### src/rtl/mem_pkg.sv
// Shared definitions for the RV32I data memory and load/store helpers:
// funct3 width/sign encodings and legality checks.
package mem_pkg;

  localparam int DEFAULT_DEPTH = 64;

  localparam logic [2:0] F3_B  = 3'b000;
  localparam logic [2:0] F3_H  = 3'b001;
  localparam logic [2:0] F3_W  = 3'b010;
  localparam logic [2:0] F3_BU = 3'b100;
  localparam logic [2:0] F3_HU = 3'b101;

  function automatic logic load_f3_ok(input logic [2:0] f3);
    return (f3 == F3_B) || (f3 == F3_H) || (f3 == F3_W) ||
           (f3 == F3_BU) || (f3 == F3_HU);
  endfunction

  function automatic logic store_f3_ok(input logic [2:0] f3);
    return (f3 == F3_B) || (f3 == F3_H) || (f3 == F3_W);
  endfunction

endpackage

### src/rtl/data_memory_if.sv
// Request/response bundle between the datapath (master) and the data memory (slave).
interface data_memory_if;
  logic        MemWrite;
  logic        MemRead;
  logic [2:0]  funct3;
  logic [31:0] Addr;
  logic [31:0] WriteData;
  logic [31:0] ReadData;
  logic        misaligned;
  logic        faultSticky;
  logic [31:0] faultAddr;

  modport master (
    output MemWrite, MemRead, funct3, Addr, WriteData,
    input  ReadData, misaligned, faultSticky, faultAddr
  );

  modport slave (
    input  MemWrite, MemRead, funct3, Addr, WriteData,
    output ReadData, misaligned, faultSticky, faultAddr
  );
endinterface

### src/rtl/data_memory_load_extend.sv
// Selects the addressed byte/halfword of a word and sign- or zero-extends it.
module load_extend
  import mem_pkg::*;
(
  input  logic [31:0] word_i,
  input  logic [1:0]  lane_i,
  input  logic [2:0]  funct3_i,
  output logic [31:0] data_o
);

  logic [31:0] shifted;

  assign shifted = word_i >> {lane_i, 3'b000};

  always_comb begin
    data_o = '0;
    case (funct3_i)
      F3_B:    data_o = {{24{shifted[7]}}, shifted[7:0]};
      F3_H:    data_o = {{16{shifted[15]}}, shifted[15:0]};
      F3_W:    data_o = shifted;
      F3_BU:   data_o = {24'h0, shifted[7:0]};
      F3_HU:   data_o = {16'h0, shifted[15:0]};
      default: data_o = '0;
    endcase
  end

endmodule

### src/rtl/data_memory.sv
// RV32I data memory: combinational loads, byte-lane stores on the clock edge,
// misalignment/illegal-access suppression with sticky first-fault capture.
module data_memory
  import mem_pkg::*;
#(
  parameter int DEPTH     = DEFAULT_DEPTH,
  parameter int ADDR_BITS = $clog2(DEPTH)
) (
  input logic          clk,
  input logic          reset,
  data_memory_if.slave bus
);

  logic [31:0]          mem_q [DEPTH];
  logic                 fault_sticky_q, fault_sticky_d;
  logic [31:0]          fault_addr_q, fault_addr_d;

  logic [ADDR_BITS-1:0] word_idx;
  logic [1:0]           lane;
  logic                 is_half, is_word, access, illegal, mis;
  logic                 store_en;
  logic [3:0]           lane_we;
  logic [31:0]          wdata_rep;
  logic [31:0]          load_data;

  assign word_idx = bus.Addr[ADDR_BITS+1:2];
  assign lane     = bus.Addr[1:0];
  assign is_half  = (bus.funct3[1:0] == 2'b01);
  assign is_word  = (bus.funct3[1:0] == 2'b10);
  assign access   = bus.MemRead | bus.MemWrite;
  assign illegal  = (bus.MemRead  & ~load_f3_ok(bus.funct3)) |
                    (bus.MemWrite & ~store_f3_ok(bus.funct3));
  assign mis      = access & (illegal | (is_half & lane[0]) |
                              (is_word & (lane != 2'b00)));
  assign store_en = bus.MemWrite & ~mis;

  always_comb begin
    lane_we   = 4'b0000;
    wdata_rep = bus.WriteData;
    case (bus.funct3)
      F3_B: begin
        lane_we   = 4'b0001 << lane;
        wdata_rep = {4{bus.WriteData[7:0]}};
      end
      F3_H: begin
        lane_we   = lane[1] ? 4'b1100 : 4'b0011;
        wdata_rep = {2{bus.WriteData[15:0]}};
      end
      F3_W:    lane_we = 4'b1111;
      default: lane_we = 4'b0000;
    endcase
  end

  always_ff @(posedge clk) begin
    if (reset) begin
      for (int i = 0; i < DEPTH; i++) mem_q[i] <= '0;
    end else if (store_en) begin
      for (int l = 0; l < 4; l++)
        if (lane_we[l]) mem_q[word_idx][8*l +: 8] <= wdata_rep[8*l +: 8];
    end
  end

  load_extend u_load_extend (
    .word_i   (mem_q[word_idx]),
    .lane_i   (lane),
    .funct3_i (bus.funct3),
    .data_o   (load_data)
  );

  // Only the first fault since reset is recorded.
  always_comb begin
    fault_sticky_d = fault_sticky_q;
    fault_addr_d   = fault_addr_q;
    if (mis && !fault_sticky_q) begin
      fault_sticky_d = 1'b1;
      fault_addr_d   = bus.Addr;
    end
  end

  always_ff @(posedge clk) begin
    if (reset) begin
      fault_sticky_q <= 1'b0;
      fault_addr_q   <= '0;
    end else begin
      fault_sticky_q <= fault_sticky_d;
      fault_addr_q   <= fault_addr_d;
    end
  end

  assign bus.ReadData    = (bus.MemRead && !mis) ? load_data : 32'h0;
  assign bus.misaligned  = mis;
  assign bus.faultSticky = fault_sticky_q;
  assign bus.faultAddr   = fault_addr_q;

endmodule
### src/flat_wrapper.sv
// flat-port wrapper written by rule: the top's interface ports become plain ports
module data_memory_flat import mem_pkg::*;
#(
  parameter int DEPTH     = DEFAULT_DEPTH,
  parameter int ADDR_BITS = $clog2(DEPTH)
)
  (clk, reset, bus_MemWrite, bus_MemRead, bus_funct3, bus_Addr, bus_WriteData, bus_ReadData, bus_misaligned, bus_faultSticky, bus_faultAddr);
  data_memory_if bus_i ();
  input logic clk;
  input logic reset;
  input wire logic [$bits(bus_i.MemWrite)-1:0] bus_MemWrite;
  input wire logic [$bits(bus_i.MemRead)-1:0] bus_MemRead;
  input wire logic [$bits(bus_i.funct3)-1:0] bus_funct3;
  input wire logic [$bits(bus_i.Addr)-1:0] bus_Addr;
  input wire logic [$bits(bus_i.WriteData)-1:0] bus_WriteData;
  output wire logic [$bits(bus_i.ReadData)-1:0] bus_ReadData;
  output wire logic [$bits(bus_i.misaligned)-1:0] bus_misaligned;
  output wire logic [$bits(bus_i.faultSticky)-1:0] bus_faultSticky;
  output wire logic [$bits(bus_i.faultAddr)-1:0] bus_faultAddr;
  assign bus_i.MemWrite = bus_MemWrite;
  assign bus_i.MemRead = bus_MemRead;
  assign bus_i.funct3 = bus_funct3;
  assign bus_i.Addr = bus_Addr;
  assign bus_i.WriteData = bus_WriteData;
  assign bus_ReadData = bus_i.ReadData;
  assign bus_misaligned = bus_i.misaligned;
  assign bus_faultSticky = bus_i.faultSticky;
  assign bus_faultAddr = bus_i.faultAddr;
  data_memory #(.DEPTH(DEPTH), .ADDR_BITS(ADDR_BITS)) u_core (.clk(clk), .reset(reset), .bus(bus_i));
endmodule
### config.mk
export PLATFORM = sky130hd
export DESIGN_NAME = data_memory_flat
export DESIGN_NICKNAME = d
export VERILOG_FILES = /design/src/rtl/mem_pkg.sv /design/src/rtl/data_memory_if.sv /design/src/rtl/data_memory_load_extend.sv /design/src/rtl/data_memory.sv /design/src/flat_wrapper.sv
export SDC_FILE = /design/constraint.sdc
export NUM_CORES = 2
export LEC_CHECK = 0
export CORE_ASPECT_RATIO = 0.6
export CORE_MARGIN = 2
export CORE_UTILIZATION = 40
export DETAILED_ROUTE_END_ITERATION = 16
export PLACE_DENSITY = 0.55
export SYNTH_ARGS = -nofsm -noshare
export SYNTH_HDL_FRONTEND = slang
export SYNTH_SLANG_ARGS = --single-unit
export TNS_END_PERCENT = 10
### constraint.sdc
create_clock -name clk -period 4 [get_ports clk]
set_clock_uncertainty 0.2 [all_clocks]
set_input_delay 0.8 -clock clk [delete_from_list [all_inputs] [get_ports clk]]
set_output_delay 0.8 -clock clk [all_outputs]
set_load 0.1 [all_outputs]
==> flow_summary.toml <==
[status]
outcome = "finished, violations left"
violations = "negative setup slack"

[clocking]
cts_max_level = 4
cts.sinks = 2081
clockBufferDepth = 4
cts_root_buf = "clkbuf_16"
cts_tree = "yes"
path_clk_slew_ns = 0.06
hold_buffers = 0
cts_inserted_buffers = 199
clk_latency_ns = 0.84

[floorplanning]
io_pins = 137
rows = 136
die_x_um = 624
die_h_um = 376
dieArea_mm2 = 0.234
core_area_mm2 = 0.229
start_util_pct = 40.3

[flow_run]
cap_violations = 0

[yosys]
synth_cells = 7299
ys_warn_count = 0
async_flop_share_pct = 0
ys_ff_latch = 2081
synth_area_mm2 = 0.0922
synth-edff-count = 2048
synth.avg_cell_area_um2 = 12.6
ys_seq_area_share_pct = 67.4
synth_nets = 7370
synth_flop_cell = "edfxtp_1"
synth_cell_type_count = 87

[critical_path]
cp.required_ns = 3.00
worstSetupStartpoint = "bus_Addr[4]"
r2r_start = "u_core.bus.faultSticky"
path_max_fanout = 8
crit_type = "input port to primary output"
setup.worst_path.start_class = "input port"
cp_data_arrival_time_ns = 4.23
crit_path_end_kind = "primary output"

[power_and_ir_drop]
vdd_ir_drop_max_mv = 0.344
power.internal_w = 0.0376
leakagePower_nw = 43.3
clkPwrFrac_pct = 37.4
p_per_area_mw_per_mm2 = 438
power_frac_comb_pct = 12.6
swShare_pct = 26.2
p_seq_share_pct = 50.0
power.switching_w = 0.0133
total_power_w = 0.0509

[min_path]
hold_path.class = "flip-flop to flip-flop"
hp-start = "u_core.bus.faultAddr[29]"

[global_route]
grt_overflow = 0
track_usage_pct = 33.9
grt_pass1_vias = 66800
grt_max_degree = 151
antenna_found_initial = 29
grt_pass1_wl_um = 555000

[sta]
hold_viol_final = 0
rsz0062_at_grt = "yes"
fin_crit_sh_pct = 131
fmax_mhz = 191
setup_slack_ns = -1.23
timing.hold.ws_ns = 0.254
setup_viol = 32
slew_headroom_pct = 16.8
slew_viol_final = 0
min_period_ns = 5.23
tightest_slew_ns = 1.24
fin_setup_tns_ns = -36.89

[detailed_routing]
drc = 0
wl_um = 407000
drtAntennaViolNets = 0
viasPerCell = 6.30
wl_per_cell_um = 35.3
vias = 72600
drtIter0Drc = 13100
drt_first_pass_iters = 9

[finish]
multi_input_area_mm2 = 0.0284
drive_above_1_share_pct = 24.5
final_nets = 8400
area_growth_pct = 26.2
fin_cells = 11500
fill_cells = 19800
seqCellArea_mm2 = 0.0622

[placement]
io_buffer_count = 136
hpwl_um = 289000
gp_congestion = 1.00
dpl.cell_count = 11100
[worst max-delay path, stage by stage]
cell and delay, ns:
buf_16 0.13, buf_16 0.15, buf_12 0.14, nor2b_4 0.05, buf_12 0.14, buf_12 0.14, buf_4 0.16, a221o_1 0.40
a222oi_1 0.53, o221ai_2 0.28, nor4_4 0.37, buf_6 0.24, a32o_1 0.15, buf_4 0.16, o32ai_4 0.10, buf_12 0.18
[cell type report]
class | instances | share of cell area [%]
multi-input cells | 4521 | 24.4
diodes | 9 | 0.0194
flip-flops and latches | 2081 | 53.4
well taps | 3036 | 3.26
inverters | 8 | 0.0323
clock buffers | 238 | 4.48
clock inverters | 111 | 0.862
repair buffers | 1518 | 13.6
[cell families after synthesis]
logic type	after synthesis	synth area share [%]
compound gates	1225	9.99
buf+inv	697	3.34
flops	2081	67.4
mux	381	4.93
simple gates	2915	14.3
[metrics by stage]
stage | worst slack [ns] | instance area, um2 | util (%)
after global placement | -1.97 | 109000 | 47.5
final | -1.23 | 116000 | 50.8
after detailed placement | -2.02 | 109000 | 47.5
after floorplan | -0.419 | 92600 | -
after CTS | -1.18 | 116000 | 50.7
after global routing | -1.22 | 116000 | 50.8
[power groups by stage]
stage	clock network [W]	registers [W]	logic, W
after floorplan	0	0.0258	0.00242
after global placement	0	0.0259	0.00594
after detailed placement	0	0.0259	0.00596
after CTS	0.0190	0.0254	0.00614
after global routing	0.0199	0.0255	0.00650
final	0.0190	0.0255	0.00643
[repair_timing]
item	in CTS	in global routing
pin swaps	36	14
resized for setup	124	38
endpoints found under the hold margin	0	0
setup buffers	40	8
gates cloned	4	2
endpoints found under the setup margin	32	32
[final timing paths]
check	endpoint	slack [ns]	cells after the start
max reg2reg	u_core.bus.faultAddr[10]	2.42	4
max	bus_ReadData[3]	-1.23	16
min	u_core.bus.faultAddr[29]	0.25	2
min reg2reg	u_core.bus.faultAddr[29]	0.25	2
[routing by layer]
layer,track usage (%),share of wire (%),vias to the layer above
met5,0,0.045,-
met4,7.75,2.6,28
met3,15.6,18,573
met2,42.9,38,5706
met1,51.6,42,36900
li1,-,-,29400
[synth_stat cells (all sizes together), types with 58 or more instances]
cell / instances / share of area (%)
nand2b: 203 / 1.4
a21o: 74 / 0.60
a221o: 60 / 0.65
clkbuf: 473 / 1.9
a21oi: 129 / 0.70
mux2i: 193 / 2.1
edfxtp: 2048 / 67
and3: 526 / 3.6
a22o: 92 / 0.87
a22oi: 303 / 2.5
a221oi: 184 / 1.8
mux2: 144 / 1.8
o22ai: 58 / 0.39
a31oi: 72 / 0.49
nor2: 1676 / 6.8
o21ai: 96 / 0.52
nand2: 371 / 1.5
buf: 216 / 1.4
[sequential cells by signal (all words and copies together) (netlist names)]
name / flops
u_core.bus.faultAddr: 32
u_core.mem_q: 2048
u_core.bus.faultSticky: 1
[cell usage in the layout (no fill, tap or decap), types with 24 or more instances in the layout]
cell type,netlist,final
o22ai_1,58,49
buf_4,25,1083
a221oi_1,183,169
nand3_1,29,26
mux2_2,130,130
mux4_2,44,44
dfxtp_1,33,33
clkinv_2,0,41
a22o_1,92,90
nand2_1,371,367
buf_12,1,302
clkbuf_1,473,35
a22oi_1,303,299
a221o_1,60,59
edfxtp_1,2048,2048
nor2_1,1676,1668
o21ai_0,84,63
a21o_1,74,68
o21ai_4,0,24
clkdlybuf4s50_1,0,87
a222oi_1,26,26
clkinv_1,1,39
mux2i_1,193,173
clkbuf_16,0,205
and3_1,526,525
a21oi_1,128,128
nand2b_1,203,199
a31oi_1,72,63
No activity file was read; power rests on OpenSTA's default activity.
